--- config.mk ---
export PLATFORM = sky130hd
export DESIGN_NAME = sd_req_sched
export DESIGN_NICKNAME = d
export VERILOG_FILES = /design/src/rtl/sd_req_sched.sv
export SDC_FILE = /design/constraint.sdc
export NUM_CORES = 1
export LEC_CHECK = 0
export BUFFER_PORTS_ARGS = -buffer_cell sky130_fd_sc_hd__buf_2
export CORE_MARGIN = 5
export CORE_UTILIZATION = 47
export DETAILED_ROUTE_END_ITERATION = 10
export HOLD_SLACK_MARGIN = 0.06
export PLACE_DENSITY_LB_ADDON = 0.3
export SYNTH_ARGS = -nofsm -noshare
export SYNTH_HDL_FRONTEND = slang
export SYNTH_SLANG_ARGS = --single-unit
export TNS_END_PERCENT = 20
--- constraint.sdc ---
create_clock -name clk_sys -period 5.6 [get_ports clk_sys]
set_input_delay 0.56 -clock clk_sys [delete_from_list [all_inputs] [get_ports clk_sys]]
set_output_delay 0.56 -clock clk_sys [all_outputs]
set_load 0.05 [all_outputs]
--- src/rtl/sd_req_sched.sv ---
// -----------------------------------------------------------------------------
// sd_req_sched
// Round-robin scheduler that funnels block read/write requests from NCH
// virtual-drive clients (0 = HDD, 1/2 = floppies) onto the single hps_io
// sd_rd/sd_wr/sd_ack handshake, so only one SD transfer is outstanding at a time.
//
// Optional feature macro: SD_SCHED_TIMEOUT_EN
//   defined   : a 25-bit watchdog runs while a transfer is in REQ/XFER. After
//               TIMEOUT cycles it aborts the transfer, sets err[i] and pulses done[i].
//   undefined : no watchdog, err is tied to 0 and the FSM waits on ack forever.
//
// Ports
//   clk_sys  in   1    system clock
//   reset_n  in   1    asynchronous active-low reset
//   req_rd   in   NCH  per-client read request (pulse or level)
//   req_wr   in   NCH  per-client write request
//   mounted  in   NCH  image (re)mounted; cancels that client's pending request
//   sd_rd    out  NCH  read strobe to hps_io
//   sd_wr    out  NCH  write strobe to hps_io
//   sd_ack   in   NCH  ack from hps_io
//   busy     out  NCH  client has a pending or active transfer (cpu_wait)
//   done     out  NCH  one-cycle pulse when the client's transfer finishes
//   grant    out  2    index of the active client, valid while active=1
//   active   out  1    a transfer is in progress
//   err      out  NCH  sticky timeout flag, cleared by the client's next request
// -----------------------------------------------------------------------------
module sd_req_sched #(
    parameter int NCH     = 3,
    parameter int TIMEOUT = 2**24
) (
    input  logic           clk_sys,
    input  logic           reset_n,
    input  logic [NCH-1:0] req_rd,
    input  logic [NCH-1:0] req_wr,
    input  logic [NCH-1:0] mounted,
    output logic [NCH-1:0] sd_rd,
    output logic [NCH-1:0] sd_wr,
    input  logic [NCH-1:0] sd_ack,
    output logic [NCH-1:0] busy,
    output logic [NCH-1:0] done,
    output logic [1:0]     grant,
    output logic           active,
    output logic [NCH-1:0] err
);

    typedef enum logic [1:0] {
        ST_IDLE = 2'd0,
        ST_REQ  = 2'd1,
        ST_XFER = 2'd2,
        ST_DONE = 2'd3
    } state_t;

    // One-hot vector with bit idx set.
    function automatic logic [NCH-1:0] onehot(input logic [1:0] idx);
        logic [NCH-1:0] vec_v;
        vec_v      = {NCH{1'b0}};
        vec_v[idx] = 1'b1;
        return vec_v;
    endfunction

    // Client index reached by stepping offset places from base, wrapping at NCH.
    function automatic logic [1:0] rr_idx(input logic [1:0] base, input int offset);
        int sum_v;
        sum_v = int'(base) + offset;
        if (sum_v >= NCH) begin
            sum_v = sum_v - NCH;
        end else begin
            sum_v = sum_v;
        end
        return sum_v[1:0];
    endfunction

    state_t         state_r,   state_nxt_s;
    logic [1:0]     grant_r,   grant_nxt_s;
    logic           active_r,  active_nxt_s;
    logic [1:0]     rr_ptr_r,  rr_nxt_s;
    logic           dir_wr_r,  dir_wr_nxt_s;
    logic [NCH-1:0] sd_rd_r,   sd_rd_nxt_s;
    logic [NCH-1:0] sd_wr_r,   sd_wr_nxt_s;
    logic [NCH-1:0] done_r,    done_nxt_s;
    logic [NCH-1:0] busy_r,    busy_nxt_s;
    logic [NCH-1:0] pend_rd_r, pend_rd_nxt_s;
    logic [NCH-1:0] pend_wr_r, pend_wr_nxt_s;
    logic [NCH-1:0] old_ack_r;
    logic [NCH-1:0] pend_any_s;
    logic [NCH-1:0] clr_rd_s;
    logic [NCH-1:0] clr_wr_s;
    logic           hit_s;
    logic [1:0]     hit_idx_s;
    logic           ack_rise_s;
    logic           ack_fall_s;

`ifdef SD_SCHED_TIMEOUT_EN
    logic [24:0]    tmo_cnt_r;
    logic           tmo_hit_s;
    logic [NCH-1:0] err_set_s;
    logic [NCH-1:0] err_r;
`endif

    // Keeps TIMEOUT referenced in every build; the block has no content.
    if (TIMEOUT < 1) begin : g_tmo_range
    end

    assign pend_any_s = pend_rd_r | pend_wr_r;

    // Only the granted client's ack is looked at; the others are ignored.
    assign ack_rise_s = sd_ack[grant_r] & ~old_ack_r[grant_r];
    assign ack_fall_s = ~sd_ack[grant_r] & old_ack_r[grant_r];

    // Round-robin search for the first pending client starting at rr_ptr.
    always_comb begin
        hit_s     = 1'b0;
        hit_idx_s = 2'd0;
        for (int k = 0; k < NCH; k++) begin
            if (!hit_s && pend_any_s[rr_idx(rr_ptr_r, k)]) begin
                hit_s     = 1'b1;
                hit_idx_s = rr_idx(rr_ptr_r, k);
            end else begin
                hit_s     = hit_s;
            end
        end
    end

    // Transfer FSM: next state, strobes, done pulse and served-bit clears.
    always_comb begin
        state_nxt_s  = state_r;
        grant_nxt_s  = grant_r;
        active_nxt_s = active_r;
        rr_nxt_s     = rr_ptr_r;
        dir_wr_nxt_s = dir_wr_r;
        sd_rd_nxt_s  = sd_rd_r;
        sd_wr_nxt_s  = sd_wr_r;
        done_nxt_s   = {NCH{1'b0}};
        clr_rd_s     = {NCH{1'b0}};
        clr_wr_s     = {NCH{1'b0}};
`ifdef SD_SCHED_TIMEOUT_EN
        err_set_s    = {NCH{1'b0}};
`endif
        case (state_r)
            ST_IDLE: begin
                if (hit_s) begin
                    grant_nxt_s  = hit_idx_s;
                    active_nxt_s = 1'b1;
                    state_nxt_s  = ST_REQ;
                    // Direction is frozen at grant time so a later request
                    // can never make both strobes high.
                    if (pend_wr_r[hit_idx_s]) begin
                        dir_wr_nxt_s = 1'b1;
                        sd_wr_nxt_s  = onehot(hit_idx_s);
                    end else begin
                        dir_wr_nxt_s = 1'b0;
                        sd_rd_nxt_s  = onehot(hit_idx_s);
                    end
                end else begin
                    active_nxt_s = 1'b0;
                end
            end
            ST_REQ: begin
                if (ack_rise_s) begin
                    sd_rd_nxt_s = {NCH{1'b0}};
                    sd_wr_nxt_s = {NCH{1'b0}};
                    state_nxt_s = ST_XFER;
                    if (dir_wr_r) begin
                        clr_wr_s = onehot(grant_r);
                    end else begin
                        clr_rd_s = onehot(grant_r);
                    end
                end
`ifdef SD_SCHED_TIMEOUT_EN
                else if (tmo_hit_s) begin
                    sd_rd_nxt_s = {NCH{1'b0}};
                    sd_wr_nxt_s = {NCH{1'b0}};
                    err_set_s   = onehot(grant_r);
                    done_nxt_s  = onehot(grant_r);
                    state_nxt_s = ST_DONE;
                    if (dir_wr_r) begin
                        clr_wr_s = onehot(grant_r);
                    end else begin
                        clr_rd_s = onehot(grant_r);
                    end
                end
`endif
                else begin
                    state_nxt_s = ST_REQ;
                end
            end
            ST_XFER: begin
                if (ack_fall_s) begin
                    done_nxt_s  = onehot(grant_r);
                    state_nxt_s = ST_DONE;
                end
`ifdef SD_SCHED_TIMEOUT_EN
                else if (tmo_hit_s) begin
                    // The served bit was already cleared on ack rise.
                    err_set_s   = onehot(grant_r);
                    done_nxt_s  = onehot(grant_r);
                    state_nxt_s = ST_DONE;
                end
`endif
                else begin
                    state_nxt_s = ST_XFER;
                end
            end
            ST_DONE: begin
                active_nxt_s = 1'b0;
                state_nxt_s  = ST_IDLE;
                if (grant_r == 2'(NCH - 1)) begin
                    rr_nxt_s = 2'd0;
                end else begin
                    rr_nxt_s = grant_r + 2'd1;
                end
            end
            default: begin
                active_nxt_s = 1'b0;
                sd_rd_nxt_s  = {NCH{1'b0}};
                sd_wr_nxt_s  = {NCH{1'b0}};
                state_nxt_s  = ST_IDLE;
            end
        endcase
    end

    // Pending latches and the busy image they produce one register later.
    // A new request beats the served-bit clear; mounted beats everything.
    always_comb begin
        pend_rd_nxt_s = ((pend_rd_r & ~clr_rd_s) | req_rd) & ~mounted;
        pend_wr_nxt_s = ((pend_wr_r & ~clr_wr_s) | req_wr) & ~mounted;
        if (active_nxt_s) begin
            busy_nxt_s = pend_rd_nxt_s | pend_wr_nxt_s | onehot(grant_nxt_s);
        end else begin
            busy_nxt_s = pend_rd_nxt_s | pend_wr_nxt_s;
        end
    end

    // State, pending and output registers.
    always_ff @(posedge clk_sys or negedge reset_n) begin
        if (!reset_n) begin
            state_r   <= ST_IDLE;
            grant_r   <= 2'd0;
            active_r  <= 1'b0;
            rr_ptr_r  <= 2'd0;
            dir_wr_r  <= 1'b0;
            sd_rd_r   <= {NCH{1'b0}};
            sd_wr_r   <= {NCH{1'b0}};
            done_r    <= {NCH{1'b0}};
            busy_r    <= {NCH{1'b0}};
            pend_rd_r <= {NCH{1'b0}};
            pend_wr_r <= {NCH{1'b0}};
            old_ack_r <= {NCH{1'b0}};
        end else begin
            state_r   <= state_nxt_s;
            grant_r   <= grant_nxt_s;
            active_r  <= active_nxt_s;
            rr_ptr_r  <= rr_nxt_s;
            dir_wr_r  <= dir_wr_nxt_s;
            sd_rd_r   <= sd_rd_nxt_s;
            sd_wr_r   <= sd_wr_nxt_s;
            done_r    <= done_nxt_s;
            busy_r    <= busy_nxt_s;
            pend_rd_r <= pend_rd_nxt_s;
            pend_wr_r <= pend_wr_nxt_s;
            old_ack_r <= sd_ack;
        end
    end

`ifdef SD_SCHED_TIMEOUT_EN
    // Watchdog fires on its last count, so strobes drop TIMEOUT cycles after grant.
    assign tmo_hit_s = (tmo_cnt_r == 25'(TIMEOUT - 1));

    // Watchdog counter, running only while a transfer is outstanding.
    always_ff @(posedge clk_sys or negedge reset_n) begin
        if (!reset_n) begin
            tmo_cnt_r <= 25'd0;
        end else if ((state_r == ST_REQ) || (state_r == ST_XFER)) begin
            tmo_cnt_r <= tmo_cnt_r + 25'd1;
        end else begin
            tmo_cnt_r <= 25'd0;
        end
    end

    // Sticky error flags: set by a timeout, cleared by the client's next request.
    always_ff @(posedge clk_sys or negedge reset_n) begin
        if (!reset_n) begin
            err_r <= {NCH{1'b0}};
        end else begin
            err_r <= (err_r & ~(req_rd | req_wr)) | err_set_s;
        end
    end

    assign err = err_r;
`else
    assign err = {NCH{1'b0}};
`endif

    assign sd_rd  = sd_rd_r;
    assign sd_wr  = sd_wr_r;
    assign busy   = busy_r;
    assign done   = done_r;
    assign grant  = grant_r;
    assign active = active_r;

endmodule
==> flow_metrics.env <==
export IMPL_status="completed"
export IMPL_dieArea_sq_um=5250
export IMPL_layout_common_cells="dfrtp_1 (29), buf_2 (28), nor2_1 (16)"
export IMPL_totalPowerFinal_w=0.00123
export IMPL_reg2reg_from="rr_ptr_r[0]"
export IMPL_postSynthCellCount=182
export IMPL_cts_tree="yes"
export IMPL_track_usage_pct=17.2
export IMPL_cp_top_family="compound AO/OA/AOI/OAI gates"
export IMPL_grt_pass1_wl_mm=6.87
export IMPL_drive_above_1_share_pct=28.2
export IMPL_post_cts_buffers=0
export IMPL_fin_crit_ps=2400
export IMPL_slew_headroom_pct=57.6
export IMPL_place_congestion=0.863
export IMPL_core_area_sq_um=3720
export IMPL_synthFlopType="dfrtp_1"
export IMPL_crit_path_max_fanout=18
export IMPL_finalSetupViolations=0
export IMPL_initialDrtViolationCount=87
export IMPL_boundaryPins=32
export IMPL_finalSetupTns_ps=0
export IMPL_finish_utilization_pct=55.7
export IMPL_cts_max_path_buffers=2
export IMPL_antennaDiodeCount=0
export IMPL_irDropWorstVdd_mv=0.295
export IMPL_fin_crit_sh_pct=42.9
export IMPL_synth_compound_area_share_pct=22.9
export IMPL_syn_area_sq_um=1830
export IMPL_portBuffers=28
export IMPL_critical_path_cell_chain="inv_1 > ha_1 > and2_1 > a21o_2 > a211oi_2 > o211ai_2 > o21bai_4 > mux2_4"
export IMPL_wire_per_inst_um=15.7
export IMPL_crit_start="rr_ptr_r[0]"
export IMPL_r2r_worst_path_cells=8
export IMPL_power_leakage_nw=0.955
export IMPL_antenna_found_initial=0
export IMPL_rsz0062_at_grt="no"
export IMPL_start_util_pct=49.4
export IMPL_maxSlewViolCount=0
export IMPL_min_path_type="in2async"
export IMPL_drt_pass1_iterations=4
export IMPL_ys_top_cells_by_area="dfrtp_1 (40%), ha_1 (4.8%), nor2_1 (3.3%)"
export IMPL_vias=1462
export IMPL_worst_path_stages=8
export IMPL_synthArstFlopShare_pct=100
export IMPL_yosys_warnings=0
export IMPL_cts_buffers=5
export IMPL_htreeDepth=2
export IMPL_crit_buf_inv=1
export IMPL_fin_nets=229
export IMPL_syn_area_per_cell_sq_um=10.1
export IMPL_cts_resized=0
export IMPL_cp_slowest_cell="ha_1"
export IMPL_grt_pass1_vias=1453
export IMPL_synthAdderAreaFrac_pct=4.77
export IMPL_hpwl_mm=3.05
export IMPL_finClkSkew_ps=4.94
export IMPL_synthSimpleGateAreaFrac_pct=20.5
export IMPL_synth_distinct_cells=62
export IMPL_insertion_delay_ps=280
export IMPL_layout_commonest_cell="dfrtp_1"
export IMPL_synth_top_area_share_pct=39.6
export IMPL_synth_top_cell_by_area="dfrtp_1"
export IMPL_clk_pin_slew_worst_paths_ps=60
export IMPL_arrival_ps=2570
export IMPL_worst_pin_slew_ps=636
export IMPL_finalHoldViolations=0
export IMPL_routed_wl_mm=4.04
export IMPL_ys_seq_area_share_pct=39.6
export IMPL_critPathLaunchType="register"
export IMPL_rows=22
export IMPL_ys_seq_elements=29
export IMPL_drtAntennaViolNets=0
export IMPL_vias_per_cell=5.69
export IMPL_synth_edf_count=0
export IMPL_clock_sinks=29
export IMPL_synth_xor_area_share_pct=0
export IMPL_slowest_delay_ps=370
export IMPL_synth_mux_area_share_pct=4.98
export IMPL_max_freq_ghz=0.417
export IMPL_end_kind="register"
export IMPL_grt_max_degree=30
export IMPL_fillers=353
export IMPL_cap_violations=0
export IMPL_die_h_um=72.5
export IMPL_ff2ff_setup_slack_ps=3200
export IMPL_synth_top_family_by_area="compound AO/OA/AOI/OAI gates"
export IMPL_overflow=0
export IMPL_p_per_area_nw_per_um2=592
export IMPL_drc_errors=0
export IMPL_area_growth_synth_to_final_pct=12.9
export IMPL_cts_hold_buffers=0
export IMPL_crit_type="reg2reg"
export IMPL_worstPathRequired_ps=5770
export IMPL_ctsRootBufferMaster="clkbuf_8"
export IMPL_die_w_um=72.5
layout make-up:
type	instances	area (sq um)	area share [%]
Multi-Input combinational cell	133	987	47.7
Tap cell	48	60.1	2.90
Clock inverter	1	30.0	1.45
Clock buffer	7	86.3	4.17
Inverter	11	41.3	1.99
Timing Repair Buffer	28	140	6.77
Sequential cell	29	726	35.0
synthesized netlist by cell type (all sizes together) (5+ instances only):
master and number:
nor3 6, mux2 5, o21bai 6, nand2 13
buf 10, o21ai 15, ha 7, dfrtp 29
nor2 17, inv 11
registers in the layout, summed over array words and instances, names as in the netlist, named ones only:
| register | flops |
|---|---|
| pend_wr_r | 3 |
| sd_rd | 3 |
| rr_ptr_r | 2 |
| busy | 3 |
| state_r | 1 |
| done | 3 |
| sd_wr | 3 |
| old_ack_r | 3 |
| pend_rd_r | 3 |
| active | 1 |
| dir_wr_r | 1 |
| grant | 2 |
worst reg2reg max path: stages (launching register included):
cell,delay [ps]
dfrtp_1,340
inv_1,50
ha_1,370
and2_1,300
a21o_2,240
a211oi_2,280
o211ai_2,180
o21bai_4,210
mux2_4,320
kinds of logic (layout without fill, tap and decap cells):
| kind of cell | count (synthesis) | count (layout) |
|---|---|---|
| fa+ha+maj | 7 | 7 |
| buf+inv | 22 | 47 |
| flops | 29 | 29 |
| mux | 7 | 7 |
| simple gates | 63 | 63 |
| other cells | 1 | 3 |
| compound gates | 53 | 53 |
layer usage:
metal	wire (um)	part of all wire (%)	global-route usage (%)	vias up
li1	-	-	-	708
met1	1770	44	21.3	705
met2	1960	48	28.0	45
met3	277	6.8	5.96	4
met4	36	0.89	5.74	0
met5	0	0	0	-
worst paths after layout:
| check | end |
|---|---|
| worst min-delay path | sd_wr[2] |
| min in group clk_sys | old_ack_r[2] |
| max in group asynchronous | pend_wr_r[0] |
| worst max-delay path | sd_wr[2] |
| worst min register to register | sd_rd[0] |
| worst max register to register | sd_wr[2] |
per-stage QoR:
step	setup slack [ps]	instances	area, sq um	hold WS [ps]
floorplan	3390	184	1840	264
global placement	3190	249	1950	484
detailed placement	3190	249	1950	486
CTS	3190	257	2070	323
global route	2990	257	2070	347
finish	3200	257	2070	299
power breakdown:
| group | internal [W] | switching [W] |
|---|---|---|
| combinational | 0.000252 | 0.000426 |
| clock | 0.000145 | 0.0000770 |
| sequential | 0.000265 | 0.0000617 |
Power figures use the tool's default switching activity.
